--- config.mk ---
export PLATFORM = sky130hd
export DESIGN_NAME = vcache_stat_trigger
export DESIGN_NICKNAME = d
export VERILOG_FILES = /design/src/rtl/vcache_stat_trigger.sv
export SDC_FILE = /design/constraint.sdc
export NUM_CORES = 1
export LEC_CHECK = 0
export BUFFER_PORTS_ARGS = -buffer_cell sky130_fd_sc_hd__buf_2
export CAP_MARGIN = 10
export CORE_MARGIN = 3
export CORE_UTILIZATION = 60
export DETAILED_ROUTE_END_ITERATION = 8
export GPL_ROUTABILITY_DRIVEN = 0
export PLACE_DENSITY = 0.87
export SLEW_MARGIN = 20
export SYNTH_ARGS = -nofsm -noshare
export SYNTH_HDL_FRONTEND = slang
export SYNTH_SLANG_ARGS = --single-unit
--- constraint.sdc ---
create_clock -name clk_i -period 4.2 [get_ports clk_i]
set_input_delay 0.21 -clock clk_i [delete_from_list [all_inputs] [get_ports clk_i]]
set_output_delay 0.21 -clock clk_i [all_outputs]
set_load 0.02 [all_outputs]
--- src/rtl/vcache_stat_trigger.sv ---
`default_nettype none
// +------------------------------------------------------------------------+
// | Module : vcache_stat_trigger                                           |
// | Brief  : Tracks in-flight vcache requests in order and pulses a stat   |
// |          print when a store to the print address retires.             |
// | Rev    : 1.0  initial release                                          |
// +------------------------------------------------------------------------+
module vcache_stat_trigger #(
    parameter int                      addr_width_p      = 32,
    parameter int                      data_width_p      = 32,
    parameter logic [addr_width_p-1:0] print_stat_addr_p = '0,
    parameter int                      els_p             = 4
) (
    input  logic                    clk_i,
    input  logic                    reset_i,

    input  logic                    pkt_v_i,
    input  logic                    pkt_yumi_i,
    input  logic                    pkt_write_i,
    input  logic [addr_width_p-1:0] pkt_addr_i,
    input  logic [data_width_p-1:0] pkt_data_i,

    input  logic                    v_i,
    input  logic                    yumi_i,

    output logic [31:0]             global_ctr_o,
    output logic                    print_stat_v_o,
    output logic [data_width_p-1:0] print_stat_tag_o,
    output logic                    overflow_o,
    output logic                    underflow_o
);

    localparam int                 c_PTR_W = (els_p > 1) ? $clog2(els_p) : 1;
    localparam int                 c_CNT_W = $clog2(els_p + 1);
    localparam logic [c_CNT_W-1:0] c_FULL  = c_CNT_W'(els_p);
    localparam logic [c_PTR_W-1:0] c_LAST  = c_PTR_W'(els_p - 1);

    logic [c_PTR_W-1:0]      rd_ptr_q, rd_ptr_d;
    logic [c_PTR_W-1:0]      wr_ptr_q, wr_ptr_d;
    logic [c_CNT_W-1:0]      count_q, count_d;
    logic [els_p-1:0]        is_print_q;
    logic [data_width_p-1:0] tag_mem_q [els_p];

    logic [31:0]             global_ctr_q;
    logic                    print_v_q, print_v_d;
    logic [data_width_p-1:0] print_tag_q, print_tag_d;
    logic                    overflow_q, overflow_d;
    logic                    underflow_q, underflow_d;

    logic accept_w, retire_w, empty_w, full_w, pop_w, push_w, is_print_w;

    always_comb begin
        accept_w   = pkt_v_i & pkt_yumi_i;
        retire_w   = v_i & yumi_i;
        empty_w    = (count_q == '0);
        full_w     = (count_q == c_FULL);
        pop_w      = retire_w & ~empty_w;
        // A pop in the same cycle frees the slot, so a full queue still takes the push.
        push_w     = accept_w & (~full_w | pop_w);
        is_print_w = pkt_write_i & (pkt_addr_i == print_stat_addr_p);
    end

    always_comb begin
        rd_ptr_d    = rd_ptr_q;
        wr_ptr_d    = wr_ptr_q;
        count_d     = count_q;
        print_v_d   = 1'b0;
        print_tag_d = print_tag_q;
        overflow_d  = overflow_q | (accept_w & full_w & ~pop_w);
        underflow_d = underflow_q | (retire_w & empty_w);

        if (pop_w) begin
            rd_ptr_d = (rd_ptr_q == c_LAST) ? '0 : rd_ptr_q + 1'b1;
            if (is_print_q[rd_ptr_q]) begin
                print_v_d   = 1'b1;
                print_tag_d = tag_mem_q[rd_ptr_q];
            end
        end
        if (push_w) begin
            wr_ptr_d = (wr_ptr_q == c_LAST) ? '0 : wr_ptr_q + 1'b1;
        end
        count_d = count_q + c_CNT_W'(push_w) - c_CNT_W'(pop_w);
    end

    always_ff @(posedge clk_i) begin
        if (reset_i) begin
            rd_ptr_q     <= '0;
            wr_ptr_q     <= '0;
            count_q      <= '0;
            global_ctr_q <= '0;
            print_v_q    <= 1'b0;
            print_tag_q  <= '0;
            overflow_q   <= 1'b0;
            underflow_q  <= 1'b0;
        end else begin
            rd_ptr_q     <= rd_ptr_d;
            wr_ptr_q     <= wr_ptr_d;
            count_q      <= count_d;
            global_ctr_q <= global_ctr_q + 32'd1;
            print_v_q    <= print_v_d;
            print_tag_q  <= print_tag_d;
            overflow_q   <= overflow_d;
            underflow_q  <= underflow_d;
        end
    end

    // Entry storage needs no reset: a slot is only read after it has been written.
    always_ff @(posedge clk_i) begin
        if (!reset_i && push_w) begin
            is_print_q[wr_ptr_q] <= is_print_w;
            tag_mem_q[wr_ptr_q]  <= pkt_data_i;
        end
    end

    assign global_ctr_o     = global_ctr_q;
    assign print_stat_v_o   = print_v_q;
    assign print_stat_tag_o = print_tag_q;
    assign overflow_o       = overflow_q;
    assign underflow_o      = underflow_q;

endmodule
`default_nettype wire

==> flow_summary_export.csv <==
group,metric,value,unit
logic_synthesis,synth_edf_count,132,
status,status,"complete, no violations",
logic_synthesis,ys_ff_latch,206,
timing,maxClockFrequency,410,MHz
logic_synthesis,synth_warnings,0,
power,power_density,457,nW/um^2
clock_network,cts_hold_buf,34,
setup_path,cp.arrival,2.84,ns
clock_network,cts_buffer_depth,3,
timing,finalSetupTns,0,ns
route,dr.first_iter.drc_count,345,
logic_synthesis,synth-async-reset-ratio,0,
setup_path,startpoint_type,"flop",
finish,multi_input_area,2290,um^2
die,die-area,14600,um^2
timing,rsz0062_at_grt,"false",
global_routing,grt.overflow.total,0,
finish,drive_gt1_frac,0.299,
timing,finalCritPeriodShare,0.580,
clock_network,cts.repair.resized,0,
timing,final.min_clock_period,2.44,ns
timing,hold_viol,0,
die,rows,41,
timing,maxSlewHeadroom,0.390,
finish,ff_latch_area,5450,um^2
clock_network,postCtsSetupRepairBufs,0,
die,die_h,121,um
finish,diodes,0,
timing,finalMaxSlewViolations,0,
timing,setup_viol,0,
setup_path,required,4.60,ns
logic_synthesis,synth_most_common_cell,"edfxtp_1",
placement,dp_slack,1.78,ns
route,ant_nets,0,
global_routing,grt_pass1_vias,5509,
placement,dp_hpwl,10400,um
global_routing,met3_usage,0.0351,
power,p_total,0.00443,W
global_routing,grt_pass1_wl,28000,um
die,io_pins,138,
route,wl,17800,um
hold_path,hp-class,"in2reg",
die,die_w,121,um
global_routing,grtUsageMet2,0.456,
timing,tightest_slew,0.915,ns
clock_network,clkSinkCount,206,
logic_synthesis,ys_top_cells_by_count,"edfxtp_1, nand2_1, dfxtp_1, a21oi_1, mux4_2",
clock_network,cts_tree,"built",
global_routing,antenna_found_initial,0,
route,drc,0,
clock_network,cts_buffers,21,
logic_synthesis,syn_area,7890,um^2
logic_synthesis,yosys.area.top_type,"edfxtp_1",
setup_path,timing.critical_path.slowest_cell_delay,0.79,ns
route,vias,5342,
logic_synthesis,synth_top_area_share,0.502,
route,wl_per_cell,19.5,um
power,ir_drop,0.427,mV
timing,fin_ws,1.76,ns
setup_path,crit_path_end_kind,"flop",
clock_network,cts.clk_slew.worst_paths,0.06,ns
setup_path,crit_chain,"ha_1 > nand4_2 > or4_1 > or4_1 > a21oi_1",
finish,utilization,0.762,
route,dr.pass1.iters,5,
finish,syn_to_final_growth,22.9,%
placement,port_buffers,137,
power,p_leak,3.47,nW
run,cap_violations,0,
timing,clock_skew,0.0115,ns
finish,final_nets,805,
clock_network,cts_root_buffer,"clkbuf_16",
finish,n_fill_cell,777,
logic_synthesis,syn_inst,554,
global_routing,grtUsageTotal,0.247,
setup_path,slowest_stage,"or4_1",
die,start_util,0.620,
logic_synthesis,yosysSeqAreaShare,0.690,
clock_network,clock_latency,0.49,ns
setup_path,cp_max_fo,16,
logic_synthesis,synth_area_leaders,"edfxtp_1, dfxtp_1, mux4_2, nand2_1, a21oi_1",
logic_synthesis,synth-main-ff-cell,"edfxtp_1",
placement,place_area,8720,um^2
logic_synthesis,syn_nets,634,
die,core_area,12700,um^2
route,via_per_inst,5.86,
global_routing,met1_usage,0.298,
finish,final_area,9700,um^2
setup_path,path_class,"reg2reg",
global_routing,grt_max_degree,76,
logic_synthesis,syn_area_per_cell,14.2,um^2
clock_network,htree_num_levels,1,
setup_path,cpMostUsedCell,"or4_1",
logic_synthesis,synth.distinct_cells,36,
global_routing,top_usage_layer,"met2",
[flip-flops by register name, summed over array words and instances (netlist names)]
name and cells:
tag_mem_q 128, global_ctr_o 32, print_stat_tag_o 32, is_print_q 4, count_q 3, rd_ptr_q 2
wr_ptr_q 2, overflow_o 1, print_stat_v_o 1, underflow_o 1
[through the flow]
step / hold WS, ns / std cells
5_1_grt: 0.153 / 912
3_3_place_gp: 0.421 / 840
4_1_cts: 0.122 / 912
3_5_place_dp: 0.428 / 840
2_1_floorplan: 0.309 / 554
6_report: 0.135 / 912
[power breakdown]
part	total (W)	leakage, nW	switching, W	internal (W)
combinational	0.000462	1.36	0.000255	0.000207
clock	0.00171	0.326	0.000731	0.000979
sequential	0.00226	1.79	0.0000406	0.00222
total	0.00443	3.47	0.00103	0.00341
[path summary, 6_finish.rpt]
check	startpoint	end	slack, ns	cells past startpoint
worst max-delay path	global_ctr_o[0]$_SDFF_PP0_	global_ctr_o[26]$_SDFF_PP0_	1.76	5
worst min-delay path	pkt_addr_i[18]	is_print_q[2]$_DFFE_PP_	0.14	3
worst max register to register	global_ctr_o[0]$_SDFF_PP0_	global_ctr_o[26]$_SDFF_PP0_	1.76	5
worst min register to register	print_stat_tag_o[1]$_SDFFE_PP0P_	print_stat_tag_o[1]$_SDFFE_PP0P_	0.45	2
[cells in the final DEF (no fill, tap or decap), types with 3 or more instances in the layout]
master	netlist	final
buf_2	2	137
edfxtp_1	132	132
nand2_1	81	81
dfxtp_1	74	72
a21oi_1	52	52
dlygate4sd3_1	0	34
mux4_2	33	33
nor2_1	24	24
clkbuf_16	0	21
or4_1	15	15
o31ai_1	14	14
inv_1	12	12
nor4_1	11	11
nand3_1	9	9
xnor2_1	9	9
nand4_1	8	8
ha_1	8	8
clkinv_2	0	7
or3_1	5	5
buf_4	0	5
and2_2	0	4
nor3_1	4	4
nor2b_1	4	4
o21ai_0	4	4
xor2_1	4	4
and4_1	3	3
clkbuf_8	0	3
clkbuf_1	20	3
[per-layer routing]
layer  up-vias  share of wire
met3        47          0.064
li1       2437              -
met2       231           0.53
met5         -              0
met1      2627           0.37
met4         0          0.030
[final cells by class]
cell class              instances  area share
flip-flops and latches        206       0.562
multi-input cells             308       0.236
repair buffers                176       0.110
clock buffers                  28      0.0601
well taps                     172      0.0222
clock inverters                10     0.00555
inverters                      12     0.00465
[critical path: cells and delay by family (launching register included)]
family	cells	cell delay (ns)
AND/OR/NAND/NOR	3	1.56
AO/OA/AOI/OAI	1	0.15
adder cells (fa/ha/maj)	1	0.26
flip-flops	1	0.39
[kinds of logic (layout without fill, tap and decap cells)]
logic type      Yosys count  after routing  synth area share
mux                      36             36            0.0982
xor+xnor                 13             13            0.0144
flops                   206            206             0.690
compound gates           73             73            0.0517
simple gates            177            177             0.110
fa+ha+maj                 9              9            0.0152
buf+inv                  40            226            0.0203
Note: power is estimated with default switching activity, not from simulation.
